`src/rtl/fetch_ctrl.sv`:
```
// rtl/fetch_ctrl.sv - instruction-fetch controller: PC sequencing, imem reads, decode FIFO
module fetch_ctrl #(
    parameter logic [31:0] RESET_PC = 32'h0000_3000,
    parameter int unsigned IMEM_AW  = 10,
    parameter int unsigned DEPTH    = 2
) (
    input  logic               clk,
    input  logic               reset,
    input  logic [31:0]        pc,
    output logic [31:0]        npc,
    output logic               imem_rd,
    output logic [IMEM_AW-1:0] imem_addr,
    input  logic [31:0]        imem_rdata,
    input  logic               redirect,
    input  logic [31:0]        redirect_pc,
    output logic               out_valid,
    input  logic               out_ready,
    output logic [31:0]        out_instr,
    output logic [31:0]        out_pc,
    output logic               fetch_err
);

    // Pointer width and count width (count must represent DEPTH itself).
    localparam int unsigned PW = (DEPTH > 1) ? $clog2(DEPTH) : 1;
    localparam int unsigned CW = PW + 1;
    localparam logic [31:0]   IMEM_WORDS = 32'(1) << IMEM_AW;
    localparam logic [CW:0]   DEPTH_OCC  = (CW + 1)'(DEPTH);

    // FIFO storage: instruction word plus the PC it was fetched from.
    logic [31:0]   instr_q [DEPTH];
    logic [31:0]   instr_d [DEPTH];
    logic [31:0]   ipc_q   [DEPTH];
    logic [31:0]   ipc_d   [DEPTH];
    logic [PW-1:0] rd_ptr_q, rd_ptr_d;
    logic [PW-1:0] wr_ptr_q, wr_ptr_d;
    logic [CW-1:0] count_q, count_d;

    // One outstanding imem read and the PC that produced it.
    logic          inflight_q, inflight_d;
    logic [31:0]   inflight_pc_q, inflight_pc_d;

    // Sticky illegal-fetch flag; only reset clears it.
    logic          err_q, err_d;

    logic [31:0]   pc_off;
    logic [31:0]   pc_word;
    logic          pc_legal;
    logic          deq;
    logic          push;
    logic [CW:0]   occ;
    logic          issue;

    // PC legality: word aligned and inside the instruction-memory window.
    always_comb begin
        pc_off   = pc - RESET_PC;
        pc_word  = pc_off >> 2;
        pc_legal = (pc[1:0] == 2'b00) && (pc >= RESET_PC) && (pc_word < IMEM_WORDS);
    end

    // Issue decision: a read may start only if its response is guaranteed a FIFO slot.
    always_comb begin
        out_valid = !reset && (count_q != '0);
        deq       = out_valid && out_ready;
        occ       = {1'b0, count_q} - (CW + 1)'(deq) + (CW + 1)'(inflight_q);
        issue     = !reset && !redirect && !err_q && pc_legal && (occ < DEPTH_OCC);
        push      = inflight_q && !redirect && !reset;
    end

    // Output drive: memory request, next PC selection and FIFO head.
    always_comb begin
        imem_rd   = issue;
        imem_addr = pc_off[IMEM_AW+1:2];
        if (reset) begin
            npc = RESET_PC;
        end else if (redirect) begin
            npc = redirect_pc;
        end else if (issue) begin
            npc = pc + 32'd4;
        end else begin
            npc = pc;
        end
        out_instr = instr_q[rd_ptr_q];
        out_pc    = ipc_q[rd_ptr_q];
        fetch_err = err_q && !reset;
    end

    // Next-state: reset and redirect flush everything; otherwise push/pop the FIFO.
    always_comb begin
        instr_d       = instr_q;
        ipc_d         = ipc_q;
        rd_ptr_d      = rd_ptr_q;
        wr_ptr_d      = wr_ptr_q;
        count_d       = count_q;
        inflight_d    = issue;
        inflight_pc_d = pc;
        err_d         = err_q;

        if (reset) begin
            rd_ptr_d   = '0;
            wr_ptr_d   = '0;
            count_d    = '0;
            inflight_d = 1'b0;
            err_d      = 1'b0;
        end else if (redirect) begin
            // The decoder may still take the head this cycle; the flush discards the rest
            // and the response of any outstanding read.
            rd_ptr_d = '0;
            wr_ptr_d = '0;
            count_d  = '0;
        end else begin
            if (push) begin
                instr_d[wr_ptr_q] = imem_rdata;
                ipc_d[wr_ptr_q]   = inflight_pc_q;
                wr_ptr_d          = wr_ptr_q + PW'(1);
            end
            if (deq) begin
                rd_ptr_d = rd_ptr_q + PW'(1);
            end
            count_d = count_q + CW'(push) - CW'(deq);
            if (!pc_legal) begin
                err_d = 1'b1;
            end
        end
    end

    // Control state register.
    always_ff @(posedge clk) begin
        rd_ptr_q      <= rd_ptr_d;
        wr_ptr_q      <= wr_ptr_d;
        count_q       <= count_d;
        inflight_q    <= inflight_d;
        inflight_pc_q <= inflight_pc_d;
        err_q         <= err_d;
    end

    // FIFO payload storage; contents are qualified by count so no reset is needed.
    always_ff @(posedge clk) begin
        instr_q <= instr_d;
        ipc_q   <= ipc_d;
    end

endmodule

```
`config.mk`:
```
export PLATFORM = sky130hd
export DESIGN_NAME = fetch_ctrl
export DESIGN_NICKNAME = d
export VERILOG_FILES = /design/src/rtl/fetch_ctrl.sv
export SDC_FILE = /design/constraint.sdc
export NUM_CORES = 1
export LEC_CHECK = 0
export ABC_AREA = 1
export CAP_MARGIN = 20
export CORE_MARGIN = 2
export CORE_UTILIZATION = 47
export CTS_BUF_LIST = sky130_fd_sc_hd__clkbuf_4 sky130_fd_sc_hd__clkbuf_8 sky130_fd_sc_hd__clkbuf_16
export DETAILED_ROUTE_END_ITERATION = 10
export PLACE_DENSITY = 0.76
export SYNTH_ARGS = -nofsm -noshare
export SYNTH_HDL_FRONTEND = slang
export SYNTH_SLANG_ARGS = --single-unit
```
`constraint.sdc`:
```
create_clock -name clk -period 14.4 [get_ports clk]
set_input_delay 2.88 -clock clk [delete_from_list [all_inputs] [get_ports clk]]
set_output_delay 2.88 -clock clk [all_outputs]
set_load 0.03 [all_outputs]
```
==> flow_metrics.tcl, run 1 <==
set metrics [dict create \
    yosys_register_bits 166 \
    floorplan.initialDensity 0.4843 \
    grt_max_degree 66 \
    floorplan.die.height_um 126.6 \
    gpl.final_weighted_congestion 0.8978 \
    final_antenna_net_count 0 \
    cellPowerDensity_nw_per_um2 107.5 \
    run_status "finished, final reports clean" \
    cts_root_buffer "sky130_fd_sc_hd__clkbuf_16" \
    max_slew.worst_pin.slew_ps 903.3 \
    cts_made_buffers 17 \
    worstHoldPathCells 0 \
    post_synth_instance_area_sq_um 7066 \
    totalNegativeSetupSlack_ps 0 \
    grt_pass1_vias 5392 \
    rows 44 \
    placed_cell_area_sq_um 9263 \
    grt_pass1_wl_um 26110 \
    syn_to_final_growth_pct 39.35 \
    hold_path_startpoint "inflight_pc_q[31]" \
    place.port_buffers 208 \
    synth_enable_flop_cells 128 \
    drive_above_1_share 0.06816 \
    global_route.overflow_total 0 \
    worst-r2r-cell-count 13 \
    synth_seq_area_share 0.6517 \
    buffers_inserted_during_post_cts_setup_optimization 0 \
    layout.nets 1032 \
    post-route-drc-count 0 \
    setup_slack_of_the_worst_register_to_register_path_ps 11970 \
    async_reset_ff_frac 0 \
    count_of_endpoints_failing_hold_in_the_final_timing_report 0 \
    postCtsResizedCells 0 \
    cp_max_fo 11 \
    via_density 4.918 \
    fp.coreArea_sq_um 14590 \
    grt_setup_unrepaired "false" \
    cts_hold_repair.buffers 0 \
    antennaDiodeCount 0 \
    rr_startpoint "count_q[1]" \
    max_freq_mhz 106.3 \
    min_period_ps 9412 \
    yosysUniqueCellTypes 32 \
    clock-skew-final_ps 9.640 \
    hp-class "reg2reg" \
    highest_ir_drop_seen_on_vdd_mv 0.08813 \
    postSynthAreaPerCell_sq_um 9.679 \
    antenna_violations_before_repair 0 \
    setup_viol 0 \
    worst_r2r_endpoint "inflight_q" \
    worstSkewPairLatency_ps 410 \
    die_area_sq_um 16030 \
    syn_nets 836 \
    tritoncts "built" \
    hold-worst-slack_ps 418.9 \
    start_to_end_type_of_the_worst_setup_path "in2out" \
    yosys_most_used_dff "sky130_fd_sc_hd__edfxtp_1" \
    slew-limit-headroom 0.3978 \
    yosys_warnings 0 \
    detailroute.via_count 5523 \
    drv.max_cap_violation_count 0 \
    track_usage 0.2084 \
    leakagePower_nw 4.039 \
    clock_path_buffers 2 \
    detail_route.first_pass.iterations 6 \
    cp.arrival_ps 6530 \
    netlist_instances 730 \
    tritoncts_num_sinks 166 \
    pin_count 209 \
    most_common_library_cell_in_the_layout_ignoring_fill_and_taps "sky130_fd_sc_hd__nand2_1" \
    num-fill-cells 1141 \
    cp-start-kind "input pin" \
    cts_htree_levels 4 \
    postRouteWirelength_um 16580 \
    slew_violations 0 \
    timing.final.crit_share 0.6536 \
    final_design_area_no_fill_sq_um 9846 \
    hpwl_um 11060 \
    worstSetupEndpointType "primary output" \
    routed_wire_length_per_instance_um 14.77 \
    worst-endpoint-required_ps 11520 \
    drtIter0Drc 354 \
    hold_end "ipc_q[63]" \
    cts.clk_slew.worst_paths_ps 60 \
    final_cell_mix "sky130_fd_sc_hd__nand2_1, sky130_fd_sc_hd__clkdlybuf4s50_1, sky130_fd_sc_hd__edfxtp_1, sky130_fd_sc_hd__nor2_1, sky130_fd_sc_hd__inv_1" \
    die_w_um 126.6 \
]
==> layout make-up <==
class                   instances  area (sq um)  share of cell area
multi-input cells             469          2066              0.2098
inverters                      59         221.5             0.02249
repair buffers                213          2140              0.2173
flip-flops and latches        166          4606              0.4678
clock inverters                 9         100.1             0.01017
clock buffers                  23         483.0             0.04905
well taps                     184         230.2             0.02338
==> through the flow <==
step | setup slack (ps) | power (W) | utilization | std cells
after floorplan | 5824 | 0.0005734 | - | 730
after global placement | 5056 | 0.0006253 | 0.6330 | 1090
after detailed placement | 5005 | 0.0006275 | 0.6349 | 1091
after CTS | 4986 | 0.001068 | 0.6749 | 1123
after global routing | 4737 | 0.001094 | 0.6749 | 1123
final | 4988 | 0.001059 | 0.6749 | 1123
==> per-layer routing <==
metal	GRT usage	part of all wire
met1	0.2613	0.43
met2	0.3485	0.48
met3	0.05103	0.072
met4	0.08339	0.015
met5	0	0
==> state kept, by name, indices dropped and copies added, names as in the netlist <==
name / flops
inflight_pc_q: 32
wr_ptr_q: 1
err_q: 1
count_q: 2
ipc_q: 64
instr_q: 64
rd_ptr_q: 1
inflight_q: 1
==> synth_stat cells (all sizes together), types with 2 or more instances <==
cell	count	area share
clkbuf	19	0.010
ha	5	0.0089
edfxtp	128	0.54
nand4	5	0.0062
dfxtp	38	0.11
o21ai	35	0.025
nand3b	2	0.0021
nor2	78	0.049
a21oi	17	0.012
inv	59	0.031
buf	17	0.017
nand3	23	0.017
xnor2	2	0.0025
nand2	295	0.16
nor3	3	0.0021
==> cells by family after synthesis <==
| family | Yosys count | share of synthesized area |
|---|---|---|
| buffers and inverters | 95 | 0.05808 |
| AO/OA/AOI/OAI | 52 | 0.03736 |
| flip-flops | 166 | 0.6517 |
| adder cells (fa/ha/maj) | 6 | 0.01169 |
| AND/OR/NAND/NOR | 409 | 0.2387 |
| XOR/XNOR | 2 | 0.002480 |
==> report_power, final <==
group          total (W)  leakage [nW]  switching (W)  internal [W]
clock           0.000441         0.299       0.000170      0.000271
combinational  0.0000957          2.27      0.0000499     0.0000457
sequential      0.000522          1.47     0.00000223      0.000520
==> critical path, cell delays in order <==
cell and delay (ps):
sky130_fd_sc_hd__clkdlybuf4s50_1 620, sky130_fd_sc_hd__nor2_1 100, sky130_fd_sc_hd__nand2_1 100, sky130_fd_sc_hd__inv_1 70, sky130_fd_sc_hd__ha_1 270, sky130_fd_sc_hd__inv_1 60, sky130_fd_sc_hd__nand2_1 50, sky130_fd_sc_hd__fa_1 380
sky130_fd_sc_hd__xnor2_1 150, sky130_fd_sc_hd__nand4_1 100, sky130_fd_sc_hd__inv_1 100, sky130_fd_sc_hd__nand4_2 350, sky130_fd_sc_hd__inv_2 300, sky130_fd_sc_hd__nand4_2 150, sky130_fd_sc_hd__a21oi_1 150, sky130_fd_sc_hd__clkdlybuf4s50_1 680
==> worst max path at each step <==
stage	slack, ps	startpoint	depth (start not counted)	to
final	4990	reset	16	npc[14]
after global routing	4740	reset	18	npc[3]
after CTS	4990	reset	16	npc[14]
after detailed placement	5000	reset	16	npc[14]
after global placement	5060	reset	16	npc[14]
after floorplan	5820	reset	15	npc[13]
Note: power is estimated with default switching activity, not from simulation.
==> run 2: changes to the inputs <==
CORE_UTILIZATION = 43   (was 47)
PLACE_DENSITY = 0.73   (was 0.76)
clock period = 8.17 ns   (was 14.4 ns; I/O delays follow)
==> run 2 against run 1 <==
Core utilization is 5.5 points lower. Largest cell class unchanged. Global-route usage is 0.67 points lower. Count of clock-buffer cells in the layout is 1 lower. Worst setup slack worse by 3800 ps. Routed wire length is 4.5% higher. Critical path type unchanged. Sequential power is 76% higher. Sequential cell count stayed put. Critical path depth stayed put.
==> flow_metrics.tcl, run 2 (synthesis gave the netlist of run 1 again) <==
set metrics [dict create \
    run_status "finished, final reports clean" \
    worstHoldPathCells 0 \
    die_area_sq_um 17470 \
    routed_wire_length_per_instance_um 15.00 \
    rows 46 \
    clock-skew-final_ps 4.867 \
    post-route-drc-count 0 \
    leakagePower_nw 4.032 \
    cts_made_buffers 17 \
    max_freq_mhz 143.1 \
    start_to_end_type_of_the_worst_setup_path "in2out" \
    cellPowerDensity_nw_per_um2 191.2 \
    grt_max_degree 66 \
    cp-start-kind "input pin" \
    max_slew.worst_pin.slew_ps 923.3 \
    via_density 4.800 \
    most_common_library_cell_in_the_layout_ignoring_fill_and_taps "sky130_fd_sc_hd__nand2_1" \
    tritoncts_num_sinks 166 \
    floorplan.initialDensity 0.4416 \
    worstSkewPairLatency_ps 410 \
    drv.max_cap_violation_count 0 \
    destination_of_the_critical_timing_path "npc[14]" \
    postRouteWirelength_um 17330 \
    cp.arrival_ps 5360 \
    hp-class "reg2reg" \
    syn_to_final_growth_pct 40.29 \
    leading_registers_by_flop_count "instr_q (64), ipc_q (64), inflight_pc_q (32)" \
    worstSetupEndpointType "primary output" \
    pin_count 209 \
    worst_r2r_endpoint "inflight_q" \
    final_cell_mix "sky130_fd_sc_hd__nand2_1, sky130_fd_sc_hd__clkdlybuf4s50_1, sky130_fd_sc_hd__edfxtp_1, sky130_fd_sc_hd__nor2_1, sky130_fd_sc_hd__inv_1" \
    detailroute.via_count 5544 \
    cts_htree_levels 4 \
    drive_above_1_share 0.06816 \
    setup_slack_of_the_worst_register_to_register_path_ps 5700 \
    tritoncts "built" \
    global_route.overflow_total 0 \
    cts.clk_slew.worst_paths_ps 60 \
    cts_hold_repair.buffers 0 \
    grt_pass1_wl_um 27480 \
    cts_root_buffer "sky130_fd_sc_hd__clkbuf_16" \
    totalNegativeSetupSlack_ps 0 \
    instances_no_fill 1155 \
    detail_route.first_pass.iterations 5 \
    slew_violations 0 \
    gpl.final_weighted_congestion 0.8912 \
    die_w_um 132.2 \
    final_antenna_net_count 0 \
    timing.final.crit_share 0.8556 \
    cp_max_fo 11 \
    hpwl_um 11780 \
    rr_startpoint "count_q[1]" \
    layout.nets 1032 \
    slew-limit-headroom 0.3845 \
    clock_path_buffers 2 \
    count_of_endpoints_failing_hold_in_the_final_timing_report 0 \
    grt_setup_unrepaired "false" \
    setup_viol 0 \
    buffers_inserted_during_post_cts_setup_optimization 0 \
    postCtsResizedCells 0 \
    fp.coreArea_sq_um 16000 \
    drtIter0Drc 252 \
    setup.worst_path.start "reset" \
    antenna_violations_before_repair 0 \
    min_period_ps 6990 \
    highest_ir_drop_seen_on_vdd_mv 0.1357 \
    antennaDiodeCount 0 \
    floorplan.die.height_um 132.2 \
    grt_pass1_vias 5357 \
    worst-r2r-cell-count 13 \
    track_usage 0.2018 \
    place.port_buffers 208 \
    dpl.cell_count 1123 \
    worst-endpoint-required_ps 6540 \
]
-- run 2: cell types whose count changed in the layout (fill, tap and decap cells not counted), sizes merged --
cell and change:
clkbuf -1, clkinvlp +3, inv -2
-- run 2: power by group --
| group | internal (W) | switching, W | total, W | leakage, nW |
|---|---|---|---|---|
| logic | 0.0000806 | 0.0000895 | 0.000170 | 2.27 |
| registers | 0.000916 | 0.00000351 | 0.000920 | 1.47 |
| clock network | 0.000488 | 0.000317 | 0.000805 | 0.292 |
| total | 0.00148 | 0.000410 | 0.00189 | 4.03 |
-- run 2: area by class of cell --
type / instances / area (sq um)
multi-input cells: 469 / 2066
flip-flops and latches: 166 / 4606
clock inverters: 10 / 122.6
clock buffers: 22 / 486.7
inverters: 59 / 221.5
well taps: 216 / 270.3
repair buffers: 213 / 2140
fillers: 1330 / 6088
-- run 2: how the worst min path moves through the flow --
stage | from | endpoint
after floorplan | inflight_pc_q[0] | ipc_q[0]
after global placement | inflight_pc_q[27] | ipc_q[27]
after detailed placement | inflight_pc_q[16] | ipc_q[16]
after CTS | inflight_pc_q[2] | ipc_q[2]
after global routing | inflight_pc_q[4] | ipc_q[36]
final | inflight_pc_q[24] | ipc_q[24]
-- run 2: critical path, stage by stage --
cell and delay [ps]:
sky130_fd_sc_hd__clkdlybuf4s50_1 630, sky130_fd_sc_hd__nor2_1 110, sky130_fd_sc_hd__nand2_1 110, sky130_fd_sc_hd__inv_1 70
sky130_fd_sc_hd__ha_1 260, sky130_fd_sc_hd__inv_1 60, sky130_fd_sc_hd__nand2_1 70, sky130_fd_sc_hd__fa_1 380
sky130_fd_sc_hd__xnor2_1 140, sky130_fd_sc_hd__nand4_1 90, sky130_fd_sc_hd__inv_1 90, sky130_fd_sc_hd__nand4_2 370
sky130_fd_sc_hd__inv_2 320, sky130_fd_sc_hd__nand4_2 160, sky130_fd_sc_hd__a21oi_1 160, sky130_fd_sc_hd__clkdlybuf4s50_1 680
-- run 2: per-stage QoR --
stage / total power [W] / hold WS, ps / util / setup WS [ps] / instance area, sq um
after floorplan: 0.001011 / 403.7 / - / 2086 / 7066
after global placement: 0.001104 / 404.2 / 0.5797 / 1275 / 9275
after detailed placement: 0.001107 / 411.1 / 0.5814 / 1171 / 9303
after CTS: 0.001909 / 427.3 / 0.6195 / 1175 / 9912
after global routing: 0.001953 / 428.6 / 0.6195 / 883.9 / 9912
final: 0.001895 / 426.3 / 0.6195 / 1180 / 9912
-- run 2: routing by layer --
metal	share of wire	vias to the layer above	GRT usage
met4	0.013	0	0.06272
met3	0.085	18	0.06651
li1	-	2753	-
met1	0.42	2553	0.2492
met2	0.48	220	0.3374
met5	0	-	0
